<file path="config.mk">
export PLATFORM = sky130hd
export DESIGN_NAME = mem_arbiter
export DESIGN_NICKNAME = d
export VERILOG_FILES = /design/src/rtl/mem_arbiter.sv
export SDC_FILE = /design/constraint.sdc
export NUM_CORES = 1
export LEC_CHECK = 0
export ABC_CLOCK_PERIOD_IN_PS = 2210
export BUFFER_PORTS_ARGS = -buffer_cell sky130_fd_sc_hd__buf_2
export CORE_ASPECT_RATIO = 0.5
export CORE_UTILIZATION = 30
export CTS_BUF_LIST = sky130_fd_sc_hd__clkbuf_16
export CTS_CLUSTER_DIAMETER = 40
export DETAILED_ROUTE_END_ITERATION = 10
export GPL_TIMING_DRIVEN = 0
export PLACE_DENSITY_LB_ADDON = 0.08
export SYNTH_ARGS = -nofsm -noshare
export SYNTH_HDL_FRONTEND = slang
export SYNTH_SLANG_ARGS = --single-unit
</file>
<file path="constraint.sdc">
create_clock -name clk -period 2.21 [get_ports clk]
set_input_delay 0.1105 -clock clk [delete_from_list [all_inputs] [get_ports clk]]
set_output_delay 0.1105 -clock clk [all_outputs]
set_load 0.05 [all_outputs]
</file>
<file path="src/rtl/mem_arbiter.sv">
// Arbiter sharing one single-port memory between instruction fetch and data access.
// Data normally wins; a starvation counter forces a fetch grant after STARVE_LIMIT data grants.
module mem_arbiter #(
    parameter int unsigned STARVE_LIMIT = 4,
    parameter int unsigned TIMEOUT      = 15
) (
    input  logic        clk,
    input  logic        rst,
    input  logic        if_req,
    input  logic [31:0] if_addr,
    output logic [31:0] if_rdata,
    output logic        if_done,
    input  logic        dm_read,
    input  logic        dm_write,
    input  logic [31:0] dm_addr,
    input  logic [31:0] dm_wdata,
    output logic [31:0] dm_rdata,
    output logic        dm_done,
    output logic        bus_req,
    output logic        bus_we,
    output logic [31:0] bus_addr,
    output logic [31:0] bus_wdata,
    input  logic        bus_ack,
    input  logic [31:0] bus_rdata,
    output logic        stall_if,
    output logic        stall_mem,
    output logic        bus_err
);

    localparam int unsigned StarveW = (STARVE_LIMIT > 0) ? $clog2(STARVE_LIMIT + 1) : 1;
    localparam int unsigned WaitW   = (TIMEOUT > 0) ? $clog2(TIMEOUT + 1) : 1;
    localparam logic [StarveW-1:0] StarveMax = StarveW'(STARVE_LIMIT);
    localparam logic [WaitW-1:0]   WaitMax   = WaitW'(TIMEOUT);

    typedef enum logic [1:0] {
        StIdle,
        StBusyIf,
        StBusyDm
    } state_e;

    state_e             state_q, state_d;
    logic [StarveW-1:0] starve_q, starve_d;
    logic [WaitW-1:0]   wait_q, wait_d;
    logic [WaitW-1:0]   wait_inc;
    logic               bus_req_q, bus_req_d;
    logic               bus_we_q, bus_we_d;
    logic [31:0]        bus_addr_q, bus_addr_d;
    logic [31:0]        bus_wdata_q, bus_wdata_d;
    logic               if_done_q, if_done_d;
    logic               dm_done_q, dm_done_d;
    logic [31:0]        if_rdata_q, if_rdata_d;
    logic [31:0]        dm_rdata_q, dm_rdata_d;
    logic               bus_err_q, bus_err_d;

    logic dm_pend;
    logic can_grant;
    logic fetch_first;

    assign dm_pend     = dm_read | dm_write;
    // No grant at all in a done cycle, so the finishing requester can drop its request.
    assign can_grant   = ~if_done_q & ~dm_done_q;
    assign fetch_first = if_req & (~dm_pend | (starve_q == StarveMax));
    assign wait_inc    = wait_q + WaitW'(1);

    always_ff @(posedge clk) begin
        if (rst) begin
            state_q     <= StIdle;
            starve_q    <= '0;
            wait_q      <= '0;
            bus_req_q   <= 1'b0;
            bus_we_q    <= 1'b0;
            bus_addr_q  <= '0;
            bus_wdata_q <= '0;
            if_done_q   <= 1'b0;
            dm_done_q   <= 1'b0;
            if_rdata_q  <= '0;
            dm_rdata_q  <= '0;
            bus_err_q   <= 1'b0;
        end else begin
            state_q     <= state_d;
            starve_q    <= starve_d;
            wait_q      <= wait_d;
            bus_req_q   <= bus_req_d;
            bus_we_q    <= bus_we_d;
            bus_addr_q  <= bus_addr_d;
            bus_wdata_q <= bus_wdata_d;
            if_done_q   <= if_done_d;
            dm_done_q   <= dm_done_d;
            if_rdata_q  <= if_rdata_d;
            dm_rdata_q  <= dm_rdata_d;
            bus_err_q   <= bus_err_d;
        end
    end

    always_comb begin
        state_d     = state_q;
        starve_d    = starve_q;
        wait_d      = wait_q;
        bus_req_d   = bus_req_q;
        bus_we_d    = bus_we_q;
        bus_addr_d  = bus_addr_q;
        bus_wdata_d = bus_wdata_q;
        if_done_d   = 1'b0;
        dm_done_d   = 1'b0;
        if_rdata_d  = if_rdata_q;
        dm_rdata_d  = dm_rdata_q;
        bus_err_d   = 1'b0;

        case (state_q)
            StIdle: begin
                if (can_grant && fetch_first) begin
                    state_d     = StBusyIf;
                    starve_d    = '0;
                    wait_d      = '0;
                    bus_req_d   = 1'b1;
                    bus_we_d    = 1'b0;
                    bus_addr_d  = if_addr;
                    bus_wdata_d = '0;
                end else if (can_grant && dm_pend) begin
                    state_d     = StBusyDm;
                    wait_d      = '0;
                    bus_req_d   = 1'b1;
                    // Read+write together is performed as a write and flagged.
                    bus_we_d    = dm_write;
                    bus_addr_d  = dm_addr;
                    bus_wdata_d = dm_wdata;
                    bus_err_d   = dm_read & dm_write;
                    if (if_req && (starve_q != StarveMax)) begin
                        starve_d = starve_q + StarveW'(1);
                    end
                end
            end

            StBusyIf, StBusyDm: begin
                if (bus_ack) begin
                    state_d   = StIdle;
                    bus_req_d = 1'b0;
                    wait_d    = '0;
                    if (state_q == StBusyIf) begin
                        if_done_d  = 1'b1;
                        if_rdata_d = bus_rdata;
                    end else begin
                        dm_done_d  = 1'b1;
                        dm_rdata_d = bus_we_q ? '0 : bus_rdata;
                    end
                end else if (wait_inc == WaitMax) begin
                    state_d   = StIdle;
                    bus_req_d = 1'b0;
                    wait_d    = '0;
                    bus_err_d = 1'b1;
                    if (state_q == StBusyIf) begin
                        if_done_d  = 1'b1;
                        if_rdata_d = '0;
                    end else begin
                        dm_done_d  = 1'b1;
                        dm_rdata_d = '0;
                    end
                end else begin
                    wait_d = wait_inc;
                end
            end

            default: begin
                state_d   = StIdle;
                bus_req_d = 1'b0;
            end
        endcase
    end

    assign if_rdata  = if_rdata_q;
    assign if_done   = if_done_q;
    assign dm_rdata  = dm_rdata_q;
    assign dm_done   = dm_done_q;
    assign bus_req   = bus_req_q;
    assign bus_we    = bus_we_q;
    assign bus_addr  = bus_addr_q;
    assign bus_wdata = bus_wdata_q;
    assign bus_err   = bus_err_q;
    assign stall_if  = if_req & ~if_done_q;
    assign stall_mem = dm_pend & ~dm_done_q;

endmodule

</file>
==> After elaboration in Yosys (flattened, before gate mapping) <==
Index checks and enable logic that the tools add are counted.
W data, S select, Z words.
{ "op_classes": {"n_addsub": 2, "eq_ne": 7, "mux": 44, "bitwise_logic": 12, "reduce_logical": 16} }
{ "ops": {"columns": ["op", "count"], "rows": [
  ["$mux W32", 13],
  ["$mux W1", 16],
  ["$mux W4", 4],
  ["$mux W3", 3],
  ["$ne A3 B3 Y1 const B", 3],
  ["$reduce_and A3 Y1", 3],
  ["$mux W2", 4],
  ["$pmux W4 S2", 1],
  ["$reduce_bool A2 Y1", 4],
  ["$reduce_and A2 Y1", 3],
  ["$and A1 B1 Y1", 5],
  ["$not A1 Y1", 5],
  ["$add A4 B1 Y4 const B", 1],
  ["$eq A4 B4 Y1 const B", 1],
  ["$pmux W1 S2", 2],
  ["$pmux W2 S2", 1],
  ["$reduce_or A2 Y1", 2],
  ["$add A3 B1 Y3 const B", 1],
  ["$eq A3 B3 Y1 const B", 1],
  ["$logic_and A1 B1 Y1", 3],
  ["$eq A2 B1 Y1 const B", 1],
  ["$eq A2 B2 Y1 const B", 1],
  ["$logic_not A2 Y1", 1],
  ["$or A1 B1 Y1", 2]
]} }
{ "word_totals": {"ff_bits": 142, "out_inout_bits": 135, "elab_cells": 93} }

==> Depth between registers and ports, before layout <==
Gate-level depths: netlist of the first run.
{ "logic_depth": {"word_depth": 7, "ltp_mapped": 9} }

==> Least setup slack after synthesis of the first run <==
Ideal clock, no wire load.
{ "synth_path": {"kind": "flip-flop to flip-flop", "from": "reg wait_q[0]", "to": "reg dm_rdata_q[10], in the netlist dm_rdata[10]", "setup_time_ns": 0.121, "t_arrival_ns": 1.753, "t_required_ns": 2.089, "path_slack_ns": 0.335, "path_stages_with_launch": 8, "path_buffers": 1, "period_less_slack_ns": 1.875, "path_cell_list": "dfxtp_1 > ha_1 > nor2b_1 > a21o_1 > a311oi_4 > nor3_2 > buf_4 > mux2i_1"} }
{ "synth_via": {"elab_chain_len": 4} }
{ "synth_rtl": {"columns": ["element", "line", "source"], "rows": [
  ["from (decl)", "43", "logic [WaitW-1:0] wait_q, wait_d;"],
  ["from (signal assigned)", "82", "wait_q <= wait_d;"],
  ["$add A4 B1 Y4", "63", "assign wait_inc = wait_q + WaitW'(1);"],
  ["$eq A4 B4 Y1", "146", "end else if (wait_inc == WaitMax) begin"],
  ["$reduce_bool A2 Y1 (no line)", null, null],
  ["$reduce_and A3 Y1 (no line)", null, null],
  ["to (signal assigned)", "90", "dm_rdata_q <= dm_rdata_d;"],
  ["to (decl)", "52", "logic [31:0] dm_rdata_q, dm_rdata_d;"]
]} }
No other way between the ends.
A chain may end at the register's enable or synchronous reset.

==> Worst setup path after layout of the first run <==
{ "layout_path": {"from": "reg wait_q[0]", "to": "reg if_rdata_q[25], in the netlist if_rdata[25]"} }
{ "layout_via": {"elab_chain_len": 4} }
{ "layout_rtl": {"columns": ["element", "line", "source"], "rows": [
  ["$add A4 B1 Y4", "63", null],
  ["$eq A4 B4 Y1", "146", null],
  ["$reduce_bool A2 Y1 (no line)", null, null],
  ["$reduce_and A3 Y1 (no line)", null, null],
  ["to (signal assigned)", "89", "if_rdata_q <= if_rdata_d;"],
  ["to (decl)", "51", "logic [31:0] if_rdata_q, if_rdata_d;"]
]} }
No other way between the ends.

==> results of run 1 <==
==> cells in the final DEF (no fill, tap or decap), types with 2 or more instances in the layout <==
cell type,instances
a21o_1,2
a21oi_1,73
a22oi_1,33
a31oi_1,4
and3_1,2
buf_2,277
buf_4,2
buf_6,3
bufinv_16,5
clkbuf_1,30
clkbuf_16,17
clkbuf_2,7
clkinv_1,4
dfxtp_1,140
dfxtp_2,2
dlygate4sd3_1,106
ha_1,7
inv_1,9
mux2i_1,64
nand2_1,105
nand3_1,4
nand4b_1,2
nor2_1,40
nor2b_1,4
nor3_1,7
nor4_1,2
o21ai_0,10
o21ai_1,58
or3_1,3
==> flip-flops by register name, indices dropped and copies added (netlist names) <==
| signal | count |
|---|---|
| bus_req | 1 |
| starve_q | 3 |
| state_q | 2 |
| dm_rdata | 32 |
| if_rdata | 32 |
| dm_done | 1 |
| bus_addr | 32 |
| bus_wdata | 32 |
| bus_err | 1 |
| bus_we | 1 |
| wait_q | 4 |
| if_done | 1 |
==> path summary, 6_finish.rpt <==
check	from	endpoint	slack (ns)	depth (start not counted)
worst max-delay path	wait_q[0]	if_rdata[25]	0.13	7
worst min register to register	dm_rdata[9]	dm_rdata[9]	0.45	2
worst min-delay path	dm_addr[4]	bus_addr[4]	0.02	3
worst max register to register	wait_q[0]	if_rdata[25]	0.13	7
==> metrics by stage <==
stage          power [mW]  cell area, sq um  TNS [ns]
2_1_floorplan        4.18              5620         0
3_3_place_gp         4.72              7250    -0.577
3_5_place_dp         4.73              7250     -1.75
4_1_cts              7.98              8940         0
5_1_grt              8.27              8990    -0.667
6_report             7.92              8990         0
==> layout make-up <==
cell class	instances	area (sq um)	share of cell area
Sequential cell	142	2850	0.317
Multi-Input combinational cell	434	2550	0.284
Clock inverter	14	199	0.0221
Tap cell	234	293	0.0326
Buffer	50	231	0.0258
Clock buffer	17	425	0.0473
Inverter	8	30.0	0.00334
Timing Repair Buffer	375	2410	0.268
==> cells by family (layout without fill, tap and decap cells) <==
family,Yosys count,after routing,synth area share
fa+ha+maj,7,7,0.0156
simple gates,178,178,0.134
mux,64,64,0.114
buf+inv,58,464,0.0430
compound gates,185,185,0.187
flops,142,142,0.506
==> critical path: stages, from the launching register on <==
cell and delay (ns):
dfxtp_2 0.35, ha_1 0.24, nor2b_2 0.17, a21o_1 0.22, a311oi_4 0.43, buf_2 0.36, o21ai_1 0.10, a21oi_1 0.15
==> repair_timing <==
item	CTS	global route
pin swaps	1	3
gates cloned	0	0
buffers inserted	0	2
endpoints found under the setup margin	38	126
resized for setup	2	18
hold buffers	106	0
endpoints found under the hold margin	119	0
==> metal layers <==
layer | global-route usage | wire (um) | up-vias | part of all wire
li1 | - | - | 3002 | -
met1 | 0.253 | 9390 | 2730 | 0.48
met2 | 0.330 | 9000 | 147 | 0.46
met3 | 0.0578 | 889 | 10 | 0.046
met4 | 0.0503 | 173 | 0 | 0.0089
met5 | 0 | 0 | - | 0
==> power groups by stage <==
stage	logic (mW)	registers (mW)	clock network, mW
6_report	1.97	2.87	3.07
5_1_grt	2.11	2.90	3.26
4_1_cts	1.96	2.87	3.14
3_5_place_dp	1.81	2.92	0
3_3_place_gp	1.80	2.92	0
2_1_floorplan	0.593	3.59	0
==> results.py, run 1 <==
metrics = {
    "place": {
        "dp_slack_ns": -0.0933,
        "portBuffers": 267,
        "place.detailed.hpwl_mm": 13.5,
        "gp_congestion": 0.749,
        "dp.cells": 1135,
    },
    "timing": {
        "fin_ws_ns": 0.129,
        "maxSlewViolCount": 0,
        "whs_ns": 0.0192,
        "hold_violations": 0,
        "finalCriticalPeriod_ns": 2.08,
        "tightest_slew_ns": 0.661,
        "fin_crit_sh": 0.942,
        "slew_headroom": 0.557,
        "rsz0062_at_grt": "true",
        "clock_skew_ns": 0.0115,
        "clock.fmax_mhz": 481,
        "finalSetupViolCount": 0,
    },
    "worst_setup_path": {
        "cp-end-kind": "register",
        "worstPathArrival_ns": 2.41,
        "worstPathRequired_ns": 2.54,
        "critPathLaunchType": "register",
        "critPathMaxFanout": 10,
        "path_class": "reg2reg",
    },
    "finish": {
        "n_antenna_cell": 0,
        "fillCellCount": 1776,
        "area_growth_pct": 59.9,
        "final_util": 0.503,
        "stdcell_count": 1274,
        "nets": 1169,
        "drive_gt1_frac": 0.309,
    },
    "synth": {
        "synthTopCellsByCount": "dfxtp_1, nand2_1, a21oi_1, mux2i_1, o21ai_1",
        "async_reset_ff_frac": 0,
        "synth_edf_count": 0,
        "yosysWarnings": 0,
        "yosysTopAreaCell": "dfxtp_1",
        "ys_seq_area_frac": 0.506,
        "synth.most_common_cell": "dfxtp_1",
        "synth_ff_type": "dfxtp_1",
        "synth_nets": 775,
        "ys_ff_latch": 142,
        "synth_area_sq_mm": 0.00562,
        "synth_top_area_share": 0.506,
        "synth_area_leaders": "dfxtp_1, mux2i_1, nand2_1",
        "syn_inst": 634,
        "syn_avg_cell_area_sq_um": 8.87,
        "synthDistinctLibCells": 35,
    },
    "global_route": {
        "antenna_found_initial": 0,
        "grt_max_degree": 17,
        "grt_pass1_wl_mm": 29.9,
        "grt_usage": 0.199,
        "grt_pass1_vias": 5860,
        "overflow": 0,
    },
    "clock_tree": {
        "cts_root_buf": "clkbuf_16",
        "cts_tree": "built",
        "h-tree-depth": 4,
        "path_clk_slew_ns": 0.06,
        "clk_latency_ns": 0.41,
        "cts.sinks": 142,
        "cts_buffers": 17,
        "cts_buffer_depth": 2,
    },
    "pwr": {
        "power.share.clock": 0.388,
        "p_leak_nw": 4.21,
        "p_switching_mw": 2.56,
        "max-vdd-ir-drop_mv": 0.489,
        "p_comb_frac": 0.249,
        "p_seq_frac": 0.363,
        "powerDensity_mw_per_mm2": 881,
        "p_int_mw": 5.36,
        "swShare": 0.323,
    },
    "floorplan": {
        "start_util": 0.315,
        "die_area_sq_mm": 0.0193,
        "boundaryPins": 269,
        "chipHeight_um": 98.8,
        "die_x_um": 196,
        "core_area_sq_mm": 0.0179,
        "rows": 34,
    },
    "worst_hold_path": {
        "min_path_type": "in2reg",
    },
    "detailed_routing": {
        "wl_mm": 19.5,
        "drtAntennaViolNets": 0,
        "wl_per_cell_um": 15.3,
        "drt_iter0_markers": 175,
        "vias": 5889,
        "drc_errors": 0,
        "via_per_inst": 4.62,
        "drt_pre_antenna_iters": 4,
    },
    "job": {
        "max_cap_violations": 0,
    },
    "outcome": {
        "status": "finished, final reports clean",
    },
}
(Power assumes the default switching activity.)
==> run 2: changes to the inputs <==
- CORE_MARGIN: not set -> 8
- HOLD_SLACK_MARGIN: not set -> 0.05
==> results.py, run 2 (synthesized netlist as in run 1, its figures left out) <==
metrics = {
    "global_route": {
        "antenna_found_initial": 1,
        "overflow": 0,
        "grt_max_degree": 17,
        "grt_pass1_vias": 6432,
        "grt_usage": 0.179,
        "grt_pass1_wl_mm": 34.1,
    },
    "timing": {
        "tightest_slew_ns": 0.600,
        "maxSlewViolCount": 0,
        "fin_ws_ns": 0.0950,
        "finalSetupViolCount": 0,
        "slew_headroom": 0.600,
        "rsz0062_at_grt": "true",
        "clock_skew_ns": 0.0102,
        "fin_crit_sh": 0.957,
        "hold_violations": 0,
        "clock.fmax_mhz": 473,
        "finalCriticalPeriod_ns": 2.12,
    },
    "worst_setup_path": {
        "critPathLaunchType": "register",
        "cpMaxStageDelayCell": "a311oi_4",
        "slowest_delay_ns": 0.44,
        "worstPathArrival_ns": 2.40,
        "critPathMaxFanout": 10,
        "path_class": "reg2reg",
        "critPathTopFamily": "compound AO/OA/AOI/OAI gates",
        "reg2reg_depth": 8,
        "worst-path-stages": 8,
        "cp-end-kind": "register",
        "cp_num_buf_inv": 2,
        "r2r_slack_ns": 0.09,
        "crit_chain": "ha_1 > nor2b_2 > a21o_1 > a311oi_4 > nor3_4 > buf_12 > buf_4 > mux2i_1",
        "worstPathRequired_ns": 2.49,
    },
    "clock_tree": {
        "cts_buffers": 17,
        "cts.sinks": 142,
        "cts_root_buf": "clkbuf_16",
        "h-tree-depth": 4,
        "path_clk_slew_ns": 0.06,
        "cts_buffer_depth": 2,
        "cts_tree": "built",
        "clk_latency_ns": 0.41,
    },
    "place": {
        "portBuffers": 267,
        "placed_area_sq_mm": 0.00726,
        "dp_slack_ns": -0.0845,
        "gp_congestion": 0.744,
        "place.detailed.hpwl_mm": 15.1,
    },
    "detailed_routing": {
        "wl_mm": 21.6,
        "drc_errors": 0,
        "wl_per_cell_um": 16.5,
        "vias": 6054,
        "drtAntennaViolNets": 0,
        "drt_pre_antenna_iters": 4,
        "drt_iter0_markers": 267,
        "via_per_inst": 4.62,
    },
    "pwr": {
        "powerDensity_mw_per_mm2": 823,
        "p_int_mw": 4.96,
        "p_leak_nw": 4.29,
        "swShare": 0.345,
        "p_switching_mw": 2.62,
        "max-vdd-ir-drop_mv": 0.448,
        "power.share.clock": 0.353,
        "p_comb_frac": 0.268,
        "p_seq_frac": 0.379,
    },
    "finish": {
        "nets": 1196,
        "final_common_cell": "buf_2",
        "final_util": 0.501,
        "drive_gt1_frac": 0.308,
        "finalInstanceArea_sq_mm": 0.00921,
        "mostFrequentLayoutCells": "buf_2, dfxtp_1, dlygate4sd3_1",
        "fillCellCount": 1792,
        "area_growth_pct": 63.8,
    },
    "floorplan": {
        "chipHeight_um": 113,
        "start_util": 0.306,
        "boundaryPins": 269,
        "die_area_sq_mm": 0.0236,
        "rows": 35,
        "core_area_sq_mm": 0.0184,
        "die_x_um": 210,
    },
    "outcome": {
        "status": "finished, final reports clean",
    },
    "worst_hold_path": {
        "whs_path_depth": 4,
        "min_path_type": "in2reg",
    },
    "job": {
        "max_cap_violations": 0,
    },
}
run 2: cell count changes in the layout (fill, tap and decap cells not counted), moves of 2 or more:
cell / delta
buf_6: -2
dlygate4sd3_1: +25
bufinv_16: -4
buf_4: +3
clkinvlp_4: +4
clkinv_1: -3
run 2: what timing repair did:
action / in CTS / in global routing
hold endpoints to repair: 130 / 0
endpoints found under the setup margin: 30 / 124
setup buffers: 0 / 4
pin swaps: 1 / 2
resized for setup: 1 / 19
cloned: 0 / 1
hold buffers: 131 / 0
run 2: worst register-to-register path, stage by stage (launching register included):
cell and delay (ns):
dfxtp_2 0.35, ha_1 0.24, nor2b_2 0.17, a21o_1 0.21, a311oi_4 0.44, nor3_4 0.10, buf_12 0.16, buf_4 0.19
mux2i_1 0.14
run 2: worst paths after layout:
kind                startpoint      endpoint
setup reg to reg     wait_q[0]  dm_rdata[21]
hold / removal          if_req   starve_q[1]
setup / recovery     wait_q[0]  dm_rdata[21]
hold reg to reg   dm_rdata[15]  dm_rdata[15]
run 2: metrics by stage:
step / hold slack [ns] / power, mW / setup TNS [ns] / std cells
after floorplan: 0.247 / 4.18 / 0 / 634
after global placement: 0.347 / 4.73 / -1.05 / 1141
after detailed placement: 0.353 / 4.74 / -1.60 / 1141
after CTS: 0.168 / 7.64 / 0 / 1304
after global routing: 0.218 / 7.94 / -0.177 / 1309
final: 0.203 / 7.57 / 0 / 1309
run 2: power groups by stage:
stage	combinational, mW	clock [mW]	sequential [mW]
after CTS	2.01	2.77	2.87
after floorplan	0.593	0	3.59
after global routing	2.18	2.87	2.89
after global placement	1.81	0	2.92
after detailed placement	1.82	0	2.92
final	2.03	2.67	2.87
run 2: per-layer routing:
layer | up-vias | track usage | routed length, um
met5 | - | 0 | 0
met4 | 0 | 0.0560 | 405
met3 | 26 | 0.0618 | 1220
met2 | 144 | 0.307 | 10500
met1 | 2833 | 0.208 | 9490
li1 | 3051 | - | -
run 2: area by class of cell:
cell class,instances,area [sq um],area share
Multi-Input combinational cell,434,2560,0.279
Antenna cell,1,2.50,0.000272
Clock buffer,17,425,0.0462
Inverter,8,30.0,0.00326
Clock inverter,15,124,0.0135
Timing Repair Buffer,403,2700,0.293
Sequential cell,142,2850,0.309
Buffer,49,219,0.0238
Tap cell,240,300,0.0326
==> run 3: changes to the inputs <==
- CTS_BUF_LIST: sky130_fd_sc_hd__clkbuf_16 -> sky130_fd_sc_hd__clkbuf_4 sky130_fd_sc_hd__clkbuf_8
- GPL_TIMING_DRIVEN: 0 -> 1
==> results.py, run 3 (synthesized netlist as in run 1, its figures left out) <==
metrics = {
    "finish": {
        "finalInstanceArea_sq_mm": 0.00904,
        "mostFrequentLayoutCells": "buf_2, dfxtp_1, dlygate4sd3_1",
        "fillCellCount": 1774,
        "area_growth_pct": 60.8,
        "nets": 1164,
        "drive_gt1_frac": 0.316,
        "n_antenna_cell": 0,
        "final_common_cell": "buf_2",
    },
    "worst_setup_path": {
        "critPathMaxFanout": 17,
        "startpoint": "starve_q[0]",
        "cp_num_buf_inv": 3,
        "worstPathRequired_ns": 2.53,
        "slowest_delay_ns": 0.57,
        "critPathLaunchType": "register",
        "path_class": "reg2reg",
        "worstPathArrival_ns": 2.38,
        "critPathTopFamily": "buffers and inverters",
        "r2r_start": "starve_q[0]",
        "cp-end-kind": "register",
        "crit_chain": "inv_1 > ha_1 > o2bb2ai_1 > nand3_2 > buf_12 > mux2i_1 > dlygate4sd3_1 > a21oi_1",
        "cpMaxStageDelayCell": "dlygate4sd3_1",
    },
    "timing": {
        "clock.fmax_mhz": 485,
        "hold_violations": 0,
        "clock_skew_ns": 0.0116,
        "finalSetupViolCount": 0,
        "rsz0062_at_grt": "false",
        "maxSlewViolCount": 0,
        "tightest_slew_ns": 0.481,
        "finalCriticalPeriod_ns": 2.06,
        "slew_headroom": 0.678,
        "fin_tns_setup_ns": 0,
        "fin_crit_sh": 0.934,
    },
    "place": {
        "portBuffers": 268,
        "gp_congestion": 0.747,
        "placed_area_sq_mm": 0.00727,
        "place.detailed.hpwl_mm": 13.8,
    },
    "floorplan": {
        "rows": 35,
        "start_util": 0.306,
        "chipHeight_um": 113,
        "die_area_sq_mm": 0.0236,
        "boundaryPins": 269,
        "core_area_sq_mm": 0.0184,
        "die_x_um": 210,
    },
    "clock_tree": {
        "cts_tree": "built",
        "cts_buffers": 17,
        "clk_latency_ns": 0.44,
        "cts.sinks": 142,
        "path_clk_slew_ns": 0.08,
        "cts_buffer_depth": 2,
        "h-tree-depth": 4,
        "cts_root_buf": "clkbuf_8",
    },
    "detailed_routing": {
        "drt_iter0_markers": 300,
        "drt_pre_antenna_iters": 4,
        "vias": 5928,
        "wl_per_cell_um": 16.1,
        "wl_mm": 20.6,
        "drc_errors": 0,
        "via_per_inst": 4.65,
        "drtAntennaViolNets": 0,
    },
    "pwr": {
        "p_leak_nw": 4.21,
        "powerDensity_mw_per_mm2": 785,
        "max-vdd-ir-drop_mv": 0.360,
    },
    "global_route": {
        "antenna_found_initial": 0,
        "grt_pass1_vias": 6165,
        "grt_pass1_wl_mm": 32.8,
        "grt_max_degree": 65,
        "grt_usage": 0.169,
        "overflow": 0,
    },
    "outcome": {
        "status": "finished, final reports clean",
    },
    "worst_hold_path": {
        "min_path_type": "in2reg",
        "min_from": "if_req",
    },
    "job": {
        "max_cap_violations": 0,
    },
}
run 3: final timing paths:
kind,end,cells past startpoint,slack (ns)
worst max-delay path,bus_addr[20],8,0.15
worst min-delay path,starve_q[0],4,0.17
worst max register to register,bus_addr[20],8,0.15
worst min register to register,dm_rdata[2],2,0.46
run 3: cell type report:
class	instances	area, sq um	share of cell area
multi-input cells	434	2550	0.283
clock buffers	19	255	0.0282
inverters	8	30.0	0.00332
flip-flops and latches	142	2840	0.315
well taps	240	300	0.0332
clock inverters	13	164	0.0181
repair buffers	420	2890	0.320
run 3: worst register-to-register path: stages, from the launching register on:
cell           delay (ns)
dfxtp_2              0.36
inv_1                0.05
ha_1                 0.20
o2bb2ai_1            0.19
nand3_2              0.12
buf_12               0.18
mux2i_1              0.21
dlygate4sd3_1        0.57
a21oi_1              0.06
run 3: where the power goes:
| part | switching (mW) | internal, mW | total (mW) |
|---|---|---|---|
| clock network | 1.06 | 1.16 | 2.22 |
| registers | 0.106 | 2.76 | 2.87 |
| logic | 1.34 | 0.663 | 2.01 |
| total | 2.51 | 4.59 | 7.10 |
run 3: what timing repair did:
action,CTS,global route
resized for setup,0,1
endpoints found under the hold margin,130,0
hold buffers,132,0
buffers inserted,0,1
setup endpoints to repair,0,17
run 3: metal layers:
| layer | vias to the layer above | part of all wire | track usage |
|---|---|---|---|
| met5 | - | 0 | 0 |
| met4 | 0 | 0.011 | 0.0411 |
| met3 | 15 | 0.064 | 0.0610 |
| met2 | 149 | 0.49 | 0.296 |
| met1 | 2782 | 0.44 | 0.195 |
| li1 | 2982 | - | - |
run 3: stage by stage:
stage / util / hold WS (ns) / instances / setup WS [ns] / power (mW)
after detailed placement: 0.395 / 0.355 / 1110 / 0.226 / 4.74
final: 0.492 / 0.168 / 1276 / 0.147 / 7.10
after floorplan: - / 0.247 / 634 / 0.335 / 4.18
after global routing: 0.492 / 0.164 / 1276 / 0.00480 / 7.46
after global placement: 0.395 / 0.345 / 1110 / 0.291 / 4.73
after CTS: 0.490 / 0.120 / 1274 / 0.0380 / 7.18
